$ cat config.mk
export PLATFORM = sky130hd
export DESIGN_NAME = axis_head_insert_verc
export DESIGN_NICKNAME = d
export VERILOG_FILES = /design/src/rtl/axis_head_pkg.sv /design/src/rtl/axis_head_insert_verc_realign.sv /design/src/rtl/axis_head_insert_verc.sv
export SDC_FILE = /design/constraint.sdc
export NUM_CORES = 1
export LEC_CHECK = 0
export ABC_AREA = 1
export CAP_MARGIN = 15
export CELL_PAD_IN_SITES_DETAIL_PLACEMENT = 1
export CELL_PAD_IN_SITES_GLOBAL_PLACEMENT = 1
export CORE_UTILIZATION = 38
export DETAILED_ROUTE_END_ITERATION = 8
export PLACE_DENSITY = 0.81
export SLEW_MARGIN = 20
export SYNTH_ARGS = -nofsm -noshare
export SYNTH_HDL_FRONTEND = slang
export SYNTH_SLANG_ARGS = --single-unit
$ cat constraint.sdc
create_clock -name aclk_i -period 3.31 [get_ports aclk_i]
set_input_delay 0.8275 -clock aclk_i [delete_from_list [all_inputs] [get_ports aclk_i]]
set_output_delay 0.8275 -clock aclk_i [all_outputs]
set_load 0.05 [all_outputs]
$ cat src/rtl/axis_head_pkg.sv
// axis_head_pkg
//   Shared types and helpers for the head insert and head cut stream paths.
//   - state_e    : packet sequencing states
//   - keep_count : number of leading (MSB-side) ones in a tkeep word
//   - keep_mask  : n ones aligned to the MSB of a dx-bit tkeep word
//   Helpers work on a MAX_DX-wide word. Callers zero-extend their tkeep into it
//   and truncate results back to DX bits.
package axis_head_pkg;

  localparam int MAX_DX = 16;

  typedef enum logic [1:0] {
    ST_IDLE,
    ST_HEAD,
    ST_BODY,
    ST_FLUSH
  } state_e;

  // Bit dx-1 is byte 0. Counting stops at the first zero, so a
  // non-contiguous keep counts only its leading run.
  function automatic int keep_count(input logic [MAX_DX-1:0] keep, input int dx);
    int   c;
    logic run;
    c   = 0;
    run = 1'b1;
    for (int i = MAX_DX - 1; i >= 0; i--) begin
      if (i < dx) begin
        if (run && keep[i]) c++;
        else                run = 1'b0;
      end
    end
    return c;
  endfunction

  function automatic logic [MAX_DX-1:0] keep_mask(input int n, input int dx);
    logic [MAX_DX-1:0] m;
    m = '0;
    for (int i = 0; i < MAX_DX; i++) begin
      if (i < dx && (dx - 1 - i) < n) m[i] = 1'b1;
    end
    return m;
  endfunction

endpackage

$ cat src/rtl/axis_head_insert_verc_realign.sv
// axis_byte_realign
//   Byte realignment stage for header insertion. It holds a carry word and
//   merges the carry with the incoming beat, shifted by r bytes.
//   Ports:
//     aclk_i, aresetn_i : clock, synchronous active-low reset
//     r_i               : shift amount in bytes (0..DX-1)
//     load_i/load_data_i: preload the carry (MSB-aligned header remainder)
//     adv_i             : an input beat is consumed; carry takes its tail
//     in_data_i         : input beat, byte 0 in the MSBs
//     out_data_o        : {carry bytes 0..r-1, input bytes 0..DX-r-1}
//     carry_o           : current carry, MSB-aligned (the flush beat)
module axis_byte_realign #(
  parameter  int DX        = 4,
  parameter  int BYTE_BITS = 8,
  localparam int DW        = DX * BYTE_BITS,
  localparam int RW        = (DX > 1) ? $clog2(DX) : 1
) (
  input  logic          aclk_i,
  input  logic          aresetn_i,
  input  logic [RW-1:0] r_i,
  input  logic          load_i,
  input  logic [DW-1:0] load_data_i,
  input  logic          adv_i,
  input  logic [DW-1:0] in_data_i,
  output logic [DW-1:0] out_data_o,
  output logic [DW-1:0] carry_o
);

  logic [DW-1:0] carry_q, carry_d;

  // Output byte i is carry byte i for i < r, else input byte i-r.
  // The new carry is input bytes DX-r..DX-1 moved to the top. No index wraps.
  always_comb begin
    out_data_o = '0;
    carry_d    = '0;
    for (int i = 0; i < DX; i++) begin
      if (i < int'(r_i)) begin
        out_data_o[(DX-1-i)*BYTE_BITS +: BYTE_BITS] = carry_q[(DX-1-i)*BYTE_BITS +: BYTE_BITS];
        carry_d[(DX-1-i)*BYTE_BITS +: BYTE_BITS]    = in_data_i[(int'(r_i)-1-i)*BYTE_BITS +: BYTE_BITS];
      end else begin
        out_data_o[(DX-1-i)*BYTE_BITS +: BYTE_BITS] = in_data_i[(DX-1-i+int'(r_i))*BYTE_BITS +: BYTE_BITS];
      end
    end
  end

  always_ff @(posedge aclk_i) begin
    if (!aresetn_i)  carry_q <= '0;
    else if (load_i) carry_q <= load_data_i;
    else if (adv_i)  carry_q <= carry_d;
  end

  assign carry_o = carry_q;

endmodule

$ cat src/rtl/axis_head_insert_verc.sv
// axis_head_insert_verc
//   Prepends a 0..MAX_HEAD_BYTES byte header to each AXI-stream packet and
//   realigns the payload so that header and payload are back-to-back.
//   Ports:
//     aclk_i, aresetn_i      : clock, synchronous active-low reset
//     head_bytes_i           : header length H (clamped to MAX_HEAD_BYTES)
//     head_data_i            : header bytes, byte 0 in the MSBs
//     head_taken_o           : pulses on the cycle the header is sampled
//     origin_t*_i/_o         : payload input stream (slave side)
//     out_t*_o / out_tready_i: header+payload output stream (master side)
module axis_head_insert_verc
  import axis_head_pkg::*;
#(
  parameter  int BYTE_BITS      = 8,
  parameter  int DSIZE          = 32,
  parameter  int DX             = DSIZE / BYTE_BITS,
  parameter  int MAX_HEAD_BYTES = 32,
  parameter  int HW             = $clog2(MAX_HEAD_BYTES + 1),
  localparam int DW             = DX * BYTE_BITS,
  localparam int HB             = MAX_HEAD_BYTES * BYTE_BITS
) (
  input  logic          aclk_i,
  input  logic          aresetn_i,
  input  logic [HW-1:0] head_bytes_i,
  input  logic [HB-1:0] head_data_i,
  output logic          head_taken_o,
  input  logic [DW-1:0] origin_tdata_i,
  input  logic [DX-1:0] origin_tkeep_i,
  input  logic          origin_tvalid_i,
  input  logic          origin_tlast_i,
  output logic          origin_tready_o,
  output logic [DW-1:0] out_tdata_o,
  output logic [DX-1:0] out_tkeep_o,
  output logic          out_tvalid_o,
  output logic          out_tlast_o,
  output logic          out_tuser_o,
  input  logic          out_tready_i
);

  localparam int RW = (DX > 1) ? $clog2(DX) : 1;
  localparam int KW = $clog2(2 * DX) + 1;

  if (DX < 1 || DX > MAX_DX || MAX_HEAD_BYTES < DX) begin : g_bad_param
    $error("axis_head_insert_verc: DX must be 1..16 and not exceed MAX_HEAD_BYTES");
  end

  state_e        state_q, state_d;
  logic [HW-1:0] q_q, q_d, hcnt_q, hcnt_d;
  logic [RW-1:0] r_q, r_d;
  logic [HB-1:0] head_q, head_d;
  logic [KW-1:0] fk_q, fk_d;

  logic [HW-1:0] h_clamp, hq;
  logic [RW-1:0] hr;
  logic [KW-1:0] kr;

  logic          push_vld, push_last, push_rdy, push_fire;
  logic [DW-1:0] push_data;
  logic [DX-1:0] push_keep;
  logic          carry_ld, adv, in_rdy, taken;
  logic [DW-1:0] rl_out, rl_carry;

  // Output register plus skid
  logic          out_vld_q, sk_vld_q;
  logic [DW-1:0] out_data_q, sk_data_q;
  logic [DX-1:0] out_keep_q, sk_keep_q;
  logic          out_last_q, sk_last_q;

  assign h_clamp = (head_bytes_i > HW'(MAX_HEAD_BYTES)) ? HW'(MAX_HEAD_BYTES) : head_bytes_i;
  assign hq      = h_clamp / HW'(DX);
  assign hr      = RW'(h_clamp % HW'(DX));
  assign kr      = KW'(keep_count(MAX_DX'(origin_tkeep_i), DX)) + KW'(r_q);

  // Readiness comes only from the registered skid state, which keeps
  // out_tready_i off every combinational path.
  assign push_rdy  = !sk_vld_q;
  assign push_fire = push_vld && push_rdy;

  always_comb begin
    state_d   = state_q;
    q_d       = q_q;
    r_d       = r_q;
    hcnt_d    = hcnt_q;
    head_d    = head_q;
    fk_d      = fk_q;
    taken     = 1'b0;
    in_rdy    = 1'b0;
    push_vld  = 1'b0;
    push_data = '0;
    push_keep = '0;
    push_last = 1'b0;
    carry_ld  = 1'b0;
    adv       = 1'b0;
    case (state_q)
      ST_IDLE: begin
        if (origin_tvalid_i) begin
          taken    = 1'b1;
          q_d      = hq;
          r_d      = hr;
          head_d   = head_data_i;
          hcnt_d   = '0;
          carry_ld = 1'b1;
          if (hq == '0) begin
            state_d = ST_BODY;
          end else begin
            state_d = ST_HEAD;
            // The first header beat goes out in the sample cycle, so valid
            // rises the cycle after head_taken.
            if (push_rdy) begin
              push_vld  = 1'b1;
              push_data = head_data_i[HB-1 -: DW];
              push_keep = '1;
              head_d    = head_data_i << DW;
              hcnt_d    = HW'(1);
              if (hq == HW'(1)) state_d = ST_BODY;
            end
          end
        end
      end
      ST_HEAD: begin
        push_vld  = 1'b1;
        push_data = head_q[HB-1 -: DW];
        push_keep = '1;
        if (push_rdy) begin
          head_d   = head_q << DW;
          carry_ld = 1'b1;
          hcnt_d   = hcnt_q + HW'(1);
          if (hcnt_q + HW'(1) == q_q) state_d = ST_BODY;
        end
      end
      ST_BODY: begin
        in_rdy    = push_rdy;
        push_vld  = origin_tvalid_i;
        push_data = rl_out;
        push_keep = '1;
        if (origin_tvalid_i && push_rdy) begin
          adv = 1'b1;
          if (origin_tlast_i) begin
            if (kr <= KW'(DX)) begin
              push_last = 1'b1;
              push_keep = DX'(keep_mask(int'(kr), DX));
              state_d   = ST_IDLE;
            end else begin
              fk_d    = kr - KW'(DX);
              state_d = ST_FLUSH;
            end
          end
        end
      end
      ST_FLUSH: begin
        push_vld  = 1'b1;
        push_data = rl_carry;
        push_keep = DX'(keep_mask(int'(fk_q), DX));
        push_last = 1'b1;
        if (push_rdy) state_d = ST_IDLE;
      end
      default: state_d = ST_IDLE;
    endcase
  end

  // Carry always mirrors the top of the header word being written, so it
  // holds bytes Q*DX..H-1 by the time BODY starts.
  axis_byte_realign #(
    .DX       (DX),
    .BYTE_BITS(BYTE_BITS)
  ) u_realign (
    .aclk_i     (aclk_i),
    .aresetn_i  (aresetn_i),
    .r_i        (r_q),
    .load_i     (carry_ld),
    .load_data_i(head_d[HB-1 -: DW]),
    .adv_i      (adv),
    .in_data_i  (origin_tdata_i),
    .out_data_o (rl_out),
    .carry_o    (rl_carry)
  );

  always_ff @(posedge aclk_i) begin
    if (!aresetn_i) begin
      state_q <= ST_IDLE;
      q_q     <= '0;
      r_q     <= '0;
      hcnt_q  <= '0;
      head_q  <= '0;
      fk_q    <= '0;
    end else begin
      state_q <= state_d;
      q_q     <= q_d;
      r_q     <= r_d;
      hcnt_q  <= hcnt_d;
      head_q  <= head_d;
      fk_q    <= fk_d;
    end
  end

  always_ff @(posedge aclk_i) begin
    if (!aresetn_i) begin
      out_vld_q  <= 1'b0;
      out_data_q <= '0;
      out_keep_q <= '0;
      out_last_q <= 1'b0;
      sk_vld_q   <= 1'b0;
      sk_data_q  <= '0;
      sk_keep_q  <= '0;
      sk_last_q  <= 1'b0;
    end else if (!out_vld_q || out_tready_i) begin
      if (sk_vld_q) begin
        out_vld_q  <= 1'b1;
        out_data_q <= sk_data_q;
        out_keep_q <= sk_keep_q;
        out_last_q <= sk_last_q;
        sk_vld_q   <= 1'b0;
      end else if (push_fire) begin
        out_vld_q  <= 1'b1;
        out_data_q <= push_data;
        out_keep_q <= push_keep;
        out_last_q <= push_last;
      end else begin
        out_vld_q  <= 1'b0;
      end
    end else if (push_fire) begin
      sk_vld_q  <= 1'b1;
      sk_data_q <= push_data;
      sk_keep_q <= push_keep;
      sk_last_q <= push_last;
    end
  end

  assign head_taken_o    = aresetn_i && taken;
  assign origin_tready_o = aresetn_i && in_rdy;
  assign out_tvalid_o    = out_vld_q;
  assign out_tdata_o     = out_data_q;
  assign out_tkeep_o     = out_keep_q;
  assign out_tlast_o     = out_last_q;
  assign out_tuser_o     = 1'b0;

endmodule

* Word level (Yosys, flattened, before mapping)
Cells that the tools add are included.
Word-level totals: bits in registers 382, bits of input ports 303
Operators by class: add/subtract/negate cells 12, $lt $le $gt $ge 13, equal/unequal tests 11, shift-type cells 7, multiplexer cells 78, bitwise operators 3, reductions and logical operators 23
Operator list (count):
- $mux W256 | 4
- $pmux W256 S2 | 1
- $mux W32 | 7
- $shiftx A32 B32 Y8 | 5
- $pmux W32 S4 | 1
- $shiftx A32 B6 Y8 | 2
- $mux W8 | 6
- $mux W4 | 10
- $mux W1 | 29
- $mux W2 | 11
- $mux W6 | 3
- $lt A1 B4 Y1 const A | 4
- $lt A2 B4 Y1 const A | 4
- $pmux W4 S4 | 1
- $ne A2 B2 Y1 const B | 6
- $pmux W6 S2 | 1
- $pmux W2 S4 | 1
- $logic_and A1 B1 Y1 | 7
- $add A2 B2 Y3 const A | 2
- $add A6 B1 Y6 const B | 1
- $eq A6 B4 Y1 | 1
- $gt A6 B6 Y1 const B | 1
- $logic_not A6 Y1 | 1
- $reduce_and A2 Y1 | 3
- other kinds (26) | 35

* Depth between registers and ports, before layout
Gate-level depths: netlist (run 1).
depth in word-level cells 16, mapped depth 19, gate-level depth less buffers 19

* By module
Synthesis (run 1) repeated with hierarchy kept, for this count alone.
Unflattened totals: cell total of the unflattened synthesis 2832, area total of the unflattened synthesis 20010.4 um^2
By module, submodules not included:
- axis_head_insert_verc | times used 1, cells each 2407, area an instance 17495.5 um^2, seq. area each 7006.7 um^2
- axis_byte_realign | times used 1, cells each 425, area an instance 2514.9 um^2, seq. area each 640.6 um^2

* Worst setup path before layout (run 1)
Ideal clock, no wire load.
kind input to output, from input aresetn_i, to output origin_tready_o, arrival time 2.632 ns, slack -0.149 ns, cell stages on the path 5, buffers on the path 3, cells stage by stage clkbuf_1 > inv_1 > buf_2 > buf_1 > nor3_1
Between the ends: word-level cells in the longest chain between the ends 1
Ends and longest elaborated chain:
- start: declaration | RTL line axis_head_insert_verc.sv:23 | input logic aresetn_i,
- $logic_and A1 B1 Y1 | RTL line axis_head_insert_verc.sv:230 | assign origin_tready_o = aresetn_i && in_rdy;
- end: declaration | RTL line axis_head_insert_verc.sv:31 | output logic origin_tready_o,
No other way between the ends.

* Final worst setup path (run 1)
from input origin_tkeep_i[3], to register sk_keep_q[0]
Between the ends: word-level cells in the longest chain between the ends 14
Ends and longest elaborated chain:
- start: declaration | RTL line axis_head_insert_verc.sv:28 | input logic [DX-1:0] origin_tkeep_i,
- $mux W1 | RTL line axis_head_pkg.sv:28 | if (run && keep[i]) c++;
- $add A1 B1 Y2 / $logic_and A1 B1 Y1 (equally long branches) | RTL line axis_head_pkg.sv:28
- $mux W2 / $mux W1 (equally long branches) | RTL line axis_head_pkg.sv:28
- $add A2 B1 Y3 / $logic_and A1 B1 Y1 (equally long branches) | RTL line axis_head_pkg.sv:28
- $mux W4 / $mux W1 (equally long branches) | RTL line axis_head_pkg.sv:28
- $add A4 B2 Y4 / $logic_and A1 B1 Y1 (equally long branches) | RTL line axis_head_pkg.sv:28
- $mux W4 * | RTL line axis_head_pkg.sv:28
- $add A4 B2 Y4 * | RTL line axis_head_insert_verc.sv:72 | assign kr = KW'(keep_count(MAX_DX'(origin_tkeep_i), DX)) + KW'(r_q);
- $lt A2 B4 Y1 | RTL line axis_head_pkg.sv:39 | if (i < dx && (dx - 1 - i) < n) m[i] = 1'b1;
- $mux W1 | RTL line axis_head_pkg.sv:39
- $mux W4 * | RTL line axis_head_insert_verc.sv:139 | if (kr <= KW'(DX)) begin
- $mux W4 * | RTL line axis_head_insert_verc.sv:138 | if (origin_tlast_i) begin
- $mux W4 * | RTL line axis_head_insert_verc.sv:136 | if (origin_tvalid_i && push_rdy) begin
- $pmux W4 S4 * | RTL line axis_head_insert_verc.sv:94 | case (state_q)
- end signal: assignment | RTL line axis_head_insert_verc.sv:224 | sk_keep_q <= push_keep;
- end: declaration | RTL line axis_head_insert_verc.sv:66 | logic [DX-1:0] out_keep_q, sk_keep_q;
Every way passes the cells marked *; elsewhere a longest branch is shown, timed or not. A chain may end at the register's enable or synchronous reset.

==> key figures, run 1 <==
Status
  – Status: completed

Detailed routing
  – Remaining DRCs: 0
  – Via/cell ratio: between 5 and 6
  – DRT Pass-1 Iters: 5
  – Routed Antenna Nets: 0
  – Total wire length: 85980 um
  – Via count: 22330
  – Drt wl/cell: about 22 um
  – Initial DRC Count: 1898

STA
  – Fmax achieved: 315.5 MHz
  – Fin crit period: 3170 ps
  – Final setup vio count: 0
  – Final Skew: 14.52 ps
  – Crit share post-route: a little over nine tenths
  – Fin Hold WS: between 400 and 500 ps
  – Slew @ Worst Pin: 895.9 ps
  – Slew Viols, Final: 0
  – Final Hold Fails: 0
  – Slew HR: 40.21%

Critical path
  – WP data arrival: 3630 ps
  – Worst path required time: 3770 ps
  – Setup crit end kind: flip-flop
  – Worst R2R End: sk_keep_q[0]$_SDFFE_PN0P_
  – R2R setup slack: 370 ps
  – Startpoint types: primary input
  – Critical Path Source: origin_tkeep_i[3]
  – Crit-path max FO: 4
  – Critical setup path kind: primary input to flip-flop
  – Worst r2r src: r_q[1]$_SDFFE_PN0P_
  – R2R depth: 13

Floorplanning
  – DIE HEIGHT: between 200 and 250 um
  – Core ar.: 0.05172 mm2
  – Initial Utilization: 38.72%
  – DIE AREA: 0.05362 mm2
  – Die extent in x: 231.6 um
  – Top Ports: 344
  – # rows: 83

Logic synthesis
  – Distinct cells, synth: 47
  – Cell taking the most area after synthesis: dfxtp_1
  – Post-Synth XOR/XNOR Area: 0.1312%
  – Synth Area in Compound Gates: 27.86%
  – Synth Area in Simple Gates: 23.19%
  – Number of flops mapped to enable cells by yosys: 0
  – Synth top area share: 38.19%
  – Top FF cell, synth: dfxtp_1
  – #FFs+latches synth: 382
  – Commonest cells in the synthesized netlist: nand2_1 (832), dfxtp_1 (382), o21ai_0 (288), a21oi_1 (283), inv_1 (215)
  – Synth area leaders: dfxtp_1 (38%), nand2_1 (16%), o21ai_0 (7.2%)
  – Multiplexer area fraction after synthesis: 0%
  – Largest family of logic cells by synthesized area: compound AO/OA/AOI/OAI gates
  – Post-synthesis adder-cell area fraction: 0.7873%
  – Synthesized area: approximately 0.020 mm2
  – Synth async-reset ratio: 0%
  – Top-count cell post-synth: nand2_1
  – Post-Synthesis Cells: between 2000 and 3000
  – Sequential element share of the synthesized area: 38.19%
  – Post-synth net total: 3308
  – Synth Area per Inst: roughly 6.7 um2
  – Ys Warns: 0

Min path
  – Min-Delay Path Class: flip-flop to flip-flop
  – Hold EP: head_q[15]$_SDFFE_PN0P_
  – Hold path cells: 2
  – Min-delay src: head_q[15]$_SDFFE_PN0P_

Clock tree
  – Hold buffers post-CTS: 0
  – H-tree depth: 2
  – CTS sink count: roughly 380
  – Clock latency on the worst-skew pair: 580 ps
  – Reg clk slew, reported paths: ~60 ps
  – Root Driver: clkbuf_16
  – Clock buffer depth: 3
  – CTS tree: done
  – Cts bufs inserted: 46

Place
  – IO Port Bufs: 342
  – Detailed placement HPWL: 61800 um
  – RePlAce Congestion: 0.9350
  – Post-DP Area: 0.02420 mm2

Global routing
  – Vias in the first global route: 22570
  – First-pass GRT wire length: ~130000 um
  – GRT Residual Overflow: 0
  – Gr usage total: 31.28%
  – Initial antenna violation count: 12
  – Largest net degree at the start of global routing: 176

Layout
  – Design area: ~0.026 mm2
  – Fill count: approximately 6600
  – Share of cells above drive strength 1: 6.158%
  – Area growth, synth to finish: 28.30%
  – Final nets: 3548

Run
  – Max cap viols: 0

Power and ir drop
  – VDD IR max: around 0.00030 V
  – Pwr dens: 653.6 mW/mm2
  – LEAKAGE: 10.03 nW
==> layout by cell type, fill, tap and decap left out, drive strengths merged, types with 8 or more instances in the layout <==
| master | instances |
|---|---|
| a21oi | 284 |
| a22oi | 8 |
| a31oi | 194 |
| a32oi | 9 |
| and2 | 11 |
| buf | 97 |
| clkbuf | 70 |
| clkdlybuf4s50 | 339 |
| dfxtp | 382 |
| diode | 9 |
| ha | 11 |
| inv | 225 |
| nand2 | 839 |
| nand3 | 99 |
| nor2 | 180 |
| nor3 | 14 |
| o2111ai | 10 |
| o211ai | 130 |
| o21ai | 316 |
| o22ai | 10 |
==> power breakdown <==
group | total, mW | internal, mW | leakage [nW] | switching, mW
combinational | 6.00 | 2.00 | 6.19 | 4.00
sequential | 5.80 | 5.35 | 3.13 | 0.450
clock | 4.99 | 2.93 | 0.711 | 2.06
==> per-layer routing <==
metal / routed length (um) / track usage (%) / up-vias
met5: 36 / 0 / -
met4: 2827 / 12.21 / 6
met3: 5057 / 3.839 / 132
met2: 39740 / 50.51 / 772
met1: 38310 / 42.32 / 10810
li1: - / - / 10600
==> logic make-up (layout without fill, tap and decap cells) <==
group / Yosys count / count (layout)
simple gates: 1156 / 1156
compound gates: 971 / 971
buf+inv: 468 / 739
flops: 382 / 382
fa+ha+maj: 12 / 12
xor+xnor: 3 / 3
other cells: 1 / 10
==> layout make-up <==
type / count / area (um2) / area share (%)
repair buffers: 436 / 4407 / 17.15
inverters: 224 / 863.3 / 3.360
flip-flops and latches: 382 / 7649 / 29.77
clock buffers: 70 / 1343 / 5.225
diodes: 9 / 22.52 / 0.08766
well taps: 680 / 850.8 / 3.312
multi-input cells: 2143 / 10460 / 40.71
clock inverters: 9 / 98.84 / 0.3847
==> per-stage QoR <==
step / std cells / worst slack [ps] / setup TNS (ps) / power (mW) / utilization (%)
floorplan: 2993 / 111.8 / 0 / 9.450 / -
global placement: 3864 / -504.0 / -6827 / 11.65 / 46.79
detailed placement: 3864 / -660.6 / -9324 / 11.80 / 46.79
CTS: 3943 / 15.88 / 0 / 16.80 / 49.58
global route: 3953 / -23.21 / -65.90 / 17.59 / 49.68
finish: 3953 / 140.0 / 0 / 16.79 / 49.68
==> worst max-delay path by stage <==
| stage | to | cells past startpoint |
|---|---|---|
| floorplan | head_taken_o | 6 |
| global placement | sk_keep_q[3]$_SDFFE_PN0P_ | 18 |
| detailed placement | sk_keep_q[0]$_SDFFE_PN0P_ | 18 |
| CTS | sk_keep_q[0]$_SDFFE_PN0P_ | 18 |
| global route | sk_keep_q[0]$_SDFFE_PN0P_ | 19 |
| finish | sk_keep_q[0]$_SDFFE_PN0P_ | 17 |
==> sequential cells by signal, indices dropped and copies added, names as in the netlist, 2 cells and up <==
name	cells
sk_data_q	32
q_q	4
head_q	256
fk_q	4
r_q	2
state_q	2
out_tkeep_o	4
hcnt_q	6
u_realign.carry_o	32
sk_keep_q	4
out_tdata_o	32
==> worst max-delay path, stage by stage <==
cell and delay (ps):
clkdlybuf4s50_1 500, a21boi_2 200, o21a_1 140, ha_1 180, inv_1 80, fa_2 380, xnor2_2 160, inv_1 100
ha_1 220, o21ai_0 100, nand2_2 100, nor2_2 120, nand2_1 70, nand2_1 120, nand2_1 110, o21ai_0 170
inv_1 70
==> what timing repair did <==
item,in CTS,in global routing
pin swaps,0,2
hold endpoints to repair,0,0
setup endpoints to repair,4,16
resized for setup,1,7
buffers inserted,0,1
(Power assumes the default switching activity.)
==> run 2: changes to the inputs <==
Settings changed: GPL_TIMING_DRIVEN set to 0.
==> run 2 against run 1 <==
Against the previous run: sequential power is essentially flat; worst hold slack is essentially flat; count of clock-buffer cells in the layout increased by 2; register-to-register slack got worse by 220 ps; non-clock buffer count is 147 higher; power rose by 3.2%; maximum frequency decreased by 3.5%; flip-flop and latch count unchanged; critical endpoint is now head_taken_o; largest cell class unchanged; largest power group unchanged.
==> key figures, run 2 (synthesis gave the netlist of run 1 again) <==
Status
  – Status: completed

Layout
  – Most frequent cells in the layout: nand2_1 (825), dfxtp_1 (380), clkdlybuf4s50_1 (339)
  – Area growth, synth to finish: 28.90%
  – Fill count: 6715 (+1.2%)
  – Max reg flops: 256 (unchanged)
  – Reg with most FFs: head_q
  – Share of cells above drive strength 1: 7.158% (+1.0 points)
  – Final nets: 3693 (+4.1%)
  – Finished Layout Cells: 4089 (+3.4%)
  – Commonest non-fill, non-tap cell in the layout: nand2_1
  – Number of diodes: 0 (-9)

STA
  – Final Skew: 16.30 ps (+1.781 ps)
  – Crit share post-route: 99.26% (+3.5 points)
  – Final setup vio count: 0 (unchanged)
  – Fin crit period: 3286 ps (+115.6 ps)
  – Slew Viols, Final: 0 (unchanged)
  – RSZ-0062 raised after global routing: true
  – Slew @ Worst Pin: 1092 ps (+196.5 ps)
  – Fmax achieved: 304.4 MHz (-3.5%)
  – Slew HR: 27.18% (-13 points)
  – Final Hold Fails: 0 (unchanged)

Detailed routing
  – Via count: 23840 (+6.8%)
  – Via/cell ratio: 5.829 (+3.2%)
  – DRT Pass-1 Iters: 5 (unchanged)
  – Routed Antenna Nets: 0 (unchanged)
  – Post-Route M1 WL: 44590 um (+16%)
  – Remaining DRCs: 0 (unchanged)
  – Initial DRC Count: 2109 (+11%)
  – Total wire length: 105300 um (+22%)
  – Drt wl/cell: 25.75 um (+18%)
  – Highest routed layer: met5
  – Met2 WL: 48510 um (+22%)
  – WL met3: 7492 um (+48%)

Floorplanning
  – DIE HEIGHT: 231.6 um (unchanged)
  – Core ar.: 0.05172 mm2 (unchanged)
  – # rows: 83 (unchanged)
  – Initial Utilization: 38.72% (unchanged)
  – Die extent in x: 231.6 um (unchanged)
  – Top Ports: 344 (unchanged)
  – DIE AREA: 0.05362 mm2 (unchanged)

Clock tree
  – Hold buffers post-CTS: 0 (unchanged)
  – CTS sink count: 382 (unchanged)
  – Root Driver: clkbuf_16
  – Clock buffer depth: 3 (unchanged)
  – H-tree depth: 2 (unchanged)
  – Cts bufs inserted: 44 (-4.3%)
  – Reg clk slew, reported paths: 50 ps (about the same)
  – CTS tree: done
  – Clock latency on the worst-skew pair: 590 ps (about the same)

Critical path
  – Setup crit end kind: output pin
  – Worst path required time: 2480 ps (-1290 ps)
  – Startpoint types: primary input
  – Critical setup path kind: primary input to output pin
  – R2R depth: 11 (-2)
  – Crit-path max FO: 19 (+15)
  – R2R setup slack: 150 ps (-220 ps)
  – WP data arrival: 2460 ps (-1170 ps)

Power and ir drop
  – Overall power: 17.33 mW (+3.2%)
  – VDD IR max: 0.0003585 V (+21%)
  – Pwr dens: 671.3 mW/mm2 (+2.7%)
  – LEAKAGE: 10.16 nW (+1.3%)

Place
  – RePlAce Congestion: 0.9744 (+4.2%)
  – Detailed placement HPWL: 85170 um (+38%)
  – IO Port Bufs: 341 (-0.29%)
  – DP Cell Count: 4014 (+3.9%)

Global routing
  – Largest net degree at the start of global routing: 20 (-89%)
  – Initial antenna violation count: 3 (-9)
  – GRT Residual Overflow: 0 (unchanged)
  – Vias in the first global route: 24780 (+9.8%)
  – First-pass GRT wire length: 155300 um (+18%)
  – Gr usage total: 38.60% (+7.3 points)

Min path
  – Hold path cells: 2 (unchanged)
  – Min-Delay Path Class: flip-flop to flip-flop

Run
  – Max cap viols: 0 (unchanged)
run 2: final timing paths:
kind,from,end
worst min-delay path,head_q[1]$_SDFFE_PN0P_,head_q[1]$_SDFFE_PN0P_
worst min register to register,head_q[1]$_SDFFE_PN0P_,head_q[1]$_SDFFE_PN0P_
worst max register to register,r_q[0]$_SDFFE_PN0P_,sk_data_q[29]$_SDFFE_PN0P_
worst max-delay path,origin_tvalid_i,head_taken_o
run 2: power breakdown:
part,switching [mW],internal (mW),total [mW]
Clock,2.09,2.94,5.03
Sequential,0.469,5.35,5.82
Combinational,4.54,1.93,6.48
Total,7.10,10.2,17.3
run 2: final cells by class:
| cell class | count | area [um2] | area share, % |
|---|---|---|---|
| plain buffers | 240 | 1131 | 4.382 |
| clock buffers | 72 | 1358 | 5.259 |
| clock inverters | 5 | 75.07 | 0.2908 |
| inverters | 224 | 840.8 | 3.257 |
| multi-input cells | 2143 | 10480 | 40.60 |
| flip-flops and latches | 382 | 7650 | 29.64 |
| well taps | 680 | 850.8 | 3.296 |
| repair buffers | 343 | 3427 | 13.28 |
run 2: what timing repair did:
item	CTS	global route
buffers inserted	0	2
setup endpoints to repair	36	44
gates resized for setup	25	26
pin swaps	0	3
run 2: through the flow:
stage | utilization, % | TNS [ps] | setup WS [ps] | hold WS (ps) | cell area, um2
3_5_place_dp | 46.98 | -15750 | -1129 | 445.6 | 24290
6_report | 49.91 | 0 | 24.42 | 463.5 | 25810
5_1_grt | 49.91 | -148.2 | -62.49 | 484.7 | 25810
2_1_floorplan | - | 0 | 111.8 | 426.3 | 20030
3_3_place_gp | 46.98 | -10750 | -1105 | 438.7 | 24290
4_1_cts | 49.77 | 0 | 30.18 | 460.6 | 25740
run 2: routing by layer:
metal / track usage (%) / vias to the layer above
li1: - / 10890
met1: 50.08 / 11700
met2: 63.67 / 1037
met3: 5.450 / 210
met4: 16.67 / 2
met5: 0 / -
run 2: worst max-delay path, cell delays in order:
cell and delay, ps:
clkdlybuf4s50_1 530, nand2_2 240, buf_4 270, buf_6 290
nor2_1 60, clkbuf_4 220
